### config.mk
export PLATFORM = sky130hd
export DESIGN_NAME = dmem_arbiter
export DESIGN_NICKNAME = d
export VERILOG_FILES = /design/src/rtl/dmem_arbiter.sv
export SDC_FILE = /design/constraint.sdc
export NUM_CORES = 1
export LEC_CHECK = 0
export ABC_AREA = 1
export BUFFER_PORTS_ARGS = -buffer_cell sky130_fd_sc_hd__buf_2
export CORE_MARGIN = 1.5
export CORE_UTILIZATION = 38
export DETAILED_ROUTE_END_ITERATION = 16
export GPL_ROUTABILITY_DRIVEN = 0
export HOLD_SLACK_MARGIN = 0.15
export PLACE_DENSITY_LB_ADDON = 0.08
export SYNTH_ARGS = -nofsm -noshare
export SYNTH_HDL_FRONTEND = slang
export SYNTH_SLANG_ARGS = --single-unit
### constraint.sdc
create_clock -name clk -period 2.3 [get_ports clk]
set_input_delay 0.345 -clock clk [delete_from_list [all_inputs] [get_ports clk]]
set_output_delay 0.345 -clock clk [all_outputs]
set_load 0.01 [all_outputs]
### src/rtl/dmem_arbiter.sv
// dmem_arbiter: shares one data memory between the core and loader/DMA ports,
// generating byte strobes and sign/zero-extending sub-word loads.
module dmem_arbiter #(
    parameter int DM_ADDRESS    = 9,
    parameter int DATA_W        = 32,
    parameter int CORE_PRIORITY = 0
) (
    input  logic                  clk,
    input  logic                  reset_n,
    input  logic                  c_req,
    input  logic                  c_we,
    input  logic [2:0]            c_funct3,
    input  logic [DM_ADDRESS-1:0] c_addr,
    input  logic [DATA_W-1:0]     c_wdata,
    output logic                  c_gnt,
    output logic                  c_rvalid,
    output logic [DATA_W-1:0]     c_rdata,
    output logic                  c_err,
    input  logic                  d_req,
    input  logic                  d_we,
    input  logic [2:0]            d_funct3,
    input  logic [DM_ADDRESS-1:0] d_addr,
    input  logic [DATA_W-1:0]     d_wdata,
    output logic                  d_gnt,
    output logic                  d_rvalid,
    output logic [DATA_W-1:0]     d_rdata,
    output logic                  d_err,
    output logic [DM_ADDRESS-1:0] mem_addr,
    output logic [DATA_W-1:0]     mem_wdata,
    output logic [3:0]            mem_wr,
    output logic                  mem_re,
    input  logic [DATA_W-1:0]     mem_rdata
);
    typedef enum logic [1:0] {IDLE, RD_WAIT, RESP} state_t;
    state_t state_q, state_d;
    logic last_q, last_d, sel_q, sel_d, err_q, err_d;
    logic [2:0] f3_q, f3_d;
    logic [DM_ADDRESS-1:0] addr_q, addr_d;
    logic [DATA_W-1:0] c_rdata_q, c_rdata_d, d_rdata_q, d_rdata_d;
    logic idle, c_win, d_win, win, w_we, w_err;
    logic [2:0] w_f3;
    logic [DM_ADDRESS-1:0] w_addr;
    logic [DATA_W-1:0] w_wdata, lane, ld_fmt;
    logic [3:0] w_mask;
    // last_q/sel_q: 1 means the loader/DMA port
    always_comb begin
        idle    = (state_q == IDLE) && reset_n;
        c_win   = idle && c_req && (!d_req || CORE_PRIORITY != 0 || last_q);
        d_win   = idle && d_req && !c_win;
        win     = c_win || d_win;
        w_we    = d_win ? d_we : c_we;
        w_f3    = d_win ? d_funct3 : c_funct3;
        w_addr  = d_win ? d_addr : c_addr;
        w_wdata = d_win ? d_wdata : c_wdata;
        w_err   = win && ((w_we ? w_f3[2] : (w_f3[2] && w_f3[1])) || w_f3[1:0] == 2'b11 ||
                  (w_f3[1:0] == 2'b01 && w_addr[0]) || (w_f3[1:0] == 2'b10 && w_addr[1:0] != 2'b00));
        w_mask  = w_f3[1:0] == 2'b00 ? 4'b0001 << w_addr[1:0] :
                  w_f3[1:0] == 2'b01 ? 4'b0011 << {w_addr[1], 1'b0} : 4'b1111;
        lane    = mem_rdata >> {addr_q[1:0], 3'b000};
        ld_fmt  = f3_q[1:0] == 2'b00 ? {{24{!f3_q[2] && lane[7]}}, lane[7:0]} :
                  f3_q[1:0] == 2'b01 ? {{16{!f3_q[2] && lane[15]}}, lane[15:0]} : mem_rdata;
    end
    always_ff @(posedge clk or negedge reset_n) begin
        if (!reset_n) state_q <= IDLE;
        else          state_q <= state_d;
    end
    always_comb begin
        state_d = state_q == IDLE    ? (win ? ((w_err || w_we) ? RESP : RD_WAIT) : IDLE) :
                  state_q == RD_WAIT ? RESP : IDLE;
    end
    always_comb begin
        last_d    = win ? d_win : last_q;
        sel_d     = win ? d_win : sel_q;
        err_d     = win ? w_err : err_q;
        f3_d      = win ? w_f3 : f3_q;
        addr_d    = win ? w_addr : addr_q;
        c_rdata_d = (c_win && w_err) ? '0 : (state_q == RD_WAIT && !sel_q) ? ld_fmt : c_rdata_q;
        d_rdata_d = (d_win && w_err) ? '0 : (state_q == RD_WAIT && sel_q) ? ld_fmt : d_rdata_q;
    end
    always_ff @(posedge clk or negedge reset_n) begin
        if (!reset_n) begin
            last_q    <= 1'b1;
            sel_q     <= 1'b0;
            err_q     <= 1'b0;
            f3_q      <= '0;
            addr_q    <= '0;
            c_rdata_q <= '0;
            d_rdata_q <= '0;
        end else begin
            last_q    <= last_d;
            sel_q     <= sel_d;
            err_q     <= err_d;
            f3_q      <= f3_d;
            addr_q    <= addr_d;
            c_rdata_q <= c_rdata_d;
            d_rdata_q <= d_rdata_d;
        end
    end
    always_comb begin
        c_gnt     = c_win;
        d_gnt     = d_win;
        c_rvalid  = state_q == RESP && !sel_q;
        d_rvalid  = state_q == RESP && sel_q;
        c_err     = c_rvalid && err_q;
        d_err     = d_rvalid && err_q;
        c_rdata   = c_rdata_q;
        d_rdata   = d_rdata_q;
        mem_addr  = win ? {w_addr[DM_ADDRESS-1:2], 2'b00} :
                    state_q != IDLE ? {addr_q[DM_ADDRESS-1:2], 2'b00} : '0;
        mem_wdata = !win ? '0 : w_f3[1:0] == 2'b00 ? {4{w_wdata[7:0]}} :
                    w_f3[1:0] == 2'b01 ? {2{w_wdata[15:0]}} : w_wdata;
        mem_wr    = (win && w_we && !w_err) ? w_mask : 4'b0000;
        mem_re    = win && !w_we && !w_err;
    end
endmodule
==> out/metrics.csv <==
metric,value,unit
status,"complete, but fails checks",
violations,setup timing,
mostFrequentLayoutCells,"291 x nand2_1, 226 x buf_2, 91 x inv_1, 80 x dfrtp_1, 56 x buf_4",
min_to,addr_q[4]$_DFFE_PN0P_,
die_h,124,um
syn_inst,872,
end_kind,output port,
synth_top_area_share,36.2,%
viasPerCell,4.95,
drtIter0Drc,418,
max_freq,0.386,GHz
track_usage,26.8,%
fin_crit_sh,113,%
cts_tree,done,
wl_met3,1360,um
rrSetupSlack,0.01,ns
worstRegToRegCells,16,
final_common_cell,nand2_1,
antenna_found_initial,0,
worstSetupStartpointType,register,
hp-class,in2reg,
relSlewSlack,37.4,%
grt_remaining_overflow,0,
p_per_area,1120,nW/um^2
crit_buf_inv,4,
synth_area_leaders,"dfrtp_1 36%, nand2_1 22%, o21ai_0 6.8%, inv_1 6.7%, nor2_1 5.7%",
num-fill-cells,1287,
place_ws,-0.0152,ns
drv_slew,0,
multi_input_area,3380,sq um
yosysWarnings,0,
post-route-cell-area,8810,sq um
drtPass1Iterations,5,
nNetsFinal,1300,
criticalPathCategory,reg2out,
areaGrowthSynthToFinish,59.1,%
critPathTopFamily,simple AND/OR/NAND/NOR gates,
initial_utilization,39.4,%
htreeDepth,3,
synth_area_leader_cell,dfrtp_1,
num_rows,43,
insertion_delay,0.34,ns
final_hold_viol_count,0,
ios,242,
highest_layer,met4,
wl_per_cell,16.1,um
drive_above_1_share,44.2,%
synthFlopType,dfrtp_1,
rsz0062_at_grt,true,
numCtsBuffers,9,
ys_types,32,
async_reset_ff_share,100,%
synth-seq-area-share,36.6,%
setup_viol,42,
crit_required,1.96,ns
grt_pass1_wl,31200,um
worstPathArrival,2.24,ns
layout_setup_ws,-0.289,ns
max_stage_delay,0.40,ns
synth_seq_cells,81,
synth_area,5540,sq um
wl_met2,10800,um
worstPathCellList,"buf_6, nor2_4, nand2_4, nor2_4, buf_6, buf_4, nand3_2, nand2_2, nor2_1, nand2_2, nand3_4, nand2_4, nor2_1, buf_2",
postSynthAreaPerCell,6.35,sq um
cap_violations,0,
seq_area,2030,sq um
synth_edf_count,0,
fin_crit,2.59,ns
ir_worst_vdd,0.000661,V
port_buffers,239,
root_buffer,clkbuf_16,
drc,0,
cts.clk_slew.worst_paths,0.07,ns
r2r_end,state_q[1]$_DFF_PN0_,
min_from,d_addr[4],
vias,6733,
hold_depth,3,
cellLeakagePower,0.00510,uW
tightest_slew,0.940,ns
antenna_left,0,
placed_area,7080,sq um
dp_hpwl,14600,um
wl_met1,9110,um
wl,21900,um
first_global_vias,6118,
r2r-start,state_q[0]$_DFF_PN0_,
die_w,124,um
clockBufferDepth,2,
worst_path_max_delay_cell,dfrtp_1,
crit_fanout,4,
die_area,15300,sq um
grt_max_degree,72,
numClockSinks,81,
fin_skew,0.00830,ns
fp.coreArea,14000,sq um
-- cell families after synthesis --
| kind of cell | after synthesis | synth area share (%) |
|---|---|---|
| AO/OA/AOI/OAI | 126 | 12.6 |
| buffers and inverters | 180 | 13.7 |
| flip-flops | 81 | 36.6 |
| multiplexers | 5 | 0.904 |
| other | 1 | 0.0677 |
| AND/OR/NAND/NOR | 479 | 36.0 |
-- synth_stat cells (3+ instances only) --
library cell  instances
a21oi_1              23
nand2_2               5
nor2_4                3
nand2_1             328
nor2_2                3
inv_1                99
mux2i_1               5
buf_2                14
o22ai_1               7
clkbuf_1             25
buf_6                 7
a22oi_1               6
nor2_1               84
inv_2                31
a21oi_2               8
dfrtp_1              80
nand3_1              16
nand4_1              31
o21ai_0              75
buf_4                 4
-- layout make-up --
type	instances	area share, %
Antenna cell	1	0.0284
Multi-Input combinational cell	612	38.3
Clock buffer	10	2.60
Tap cell	180	2.56
Clock inverter	5	0.639
Sequential cell	81	23.0
Timing Repair Buffer	340	27.1
Inverter	130	5.78
-- per-stage QoR --
| step | hold WS, ns | instances | power [uW] | setup TNS (ns) | util (%) |
|---|---|---|---|---|---|
| finish | 0.242 | 1359 | 9830 | -6.73 | 62.7 |
| global route | 0.244 | 1358 | 10600 | -10.55 | 62.7 |
| CTS | 0.248 | 1344 | 9350 | -4.90 | 57.8 |
| detailed placement | 0.278 | 1285 | 7310 | -0.0472 | 50.4 |
| global placement | 0.281 | 1285 | 7280 | -0.0134 | 50.4 |
| floorplan | 0.0494 | 873 | 5500 | 0 | - |
-- worst reg2reg max path: cells and delay by family, from the launching register on --
| family | cells | cell delay, ns |
|---|---|---|
| AOI/OAI and AO/OA | 1 | 0.14 |
| DFF | 1 | 0.40 |
| and+or+nand+nor | 8 | 0.83 |
| buffers and inverters | 7 | 0.84 |
-- flip-flops by register name, indices dropped and copies added (netlist names) --
register	cells
state_q	2
f3_q	3
err_q	1
addr_q	9
last_q	1
d_rdata	32
sel_q	1
c_rdata	32
-- routing by layer --
| layer | global-route usage (%) | up-vias |
|---|---|---|
| met1 | 34.7 | 3119 |
| met4 | 8.98 | 0 |
| met3 | 5.31 | 48 |
| met2 | 44.5 | 253 |
| met5 | 0 | - |
| li1 | - | 3313 |
-- worst max path at each step --
stage / start / to / slack [ns] / depth (start not counted)
finish: state_q[0]$_DFF_PN0_ / mem_wr[3] / -0.29 / 14
floorplan: last_q$_DFFE_PN1P_ / mem_wr[0] / 0.26 / 11
detailed placement: state_q[0]$_DFF_PN0_ / mem_wr[1] / -0.02 / 11
global route: state_q[0]$_DFF_PN0_ / mem_wr[0] / -0.34 / 13
global placement: state_q[0]$_DFF_PN0_ / mem_wdata[24] / -0.01 / 11
CTS: state_q[0]$_DFF_PN0_ / mem_wdata[31] / -0.22 / 11
-- report_power, final --
part	leakage [uW]	switching [uW]	total (uW)	internal, uW
sequential	0.00101	424	2510	2090
combinational	0.00396	3450	5890	2440
clock	0.000139	595	1430	836
-- timing repair --
item | 4_1_cts | 5_1_grt
buffers inserted | 41 | 19
gates resized for setup | 126 | 134
hold endpoints to repair | 10 | 0
cloned | 2 | 5
pin swaps | 31 | 42
setup endpoints to repair | 44 | 70
hold buffers | 1 | 0
No activity file was read; power rests on OpenSTA's default activity.
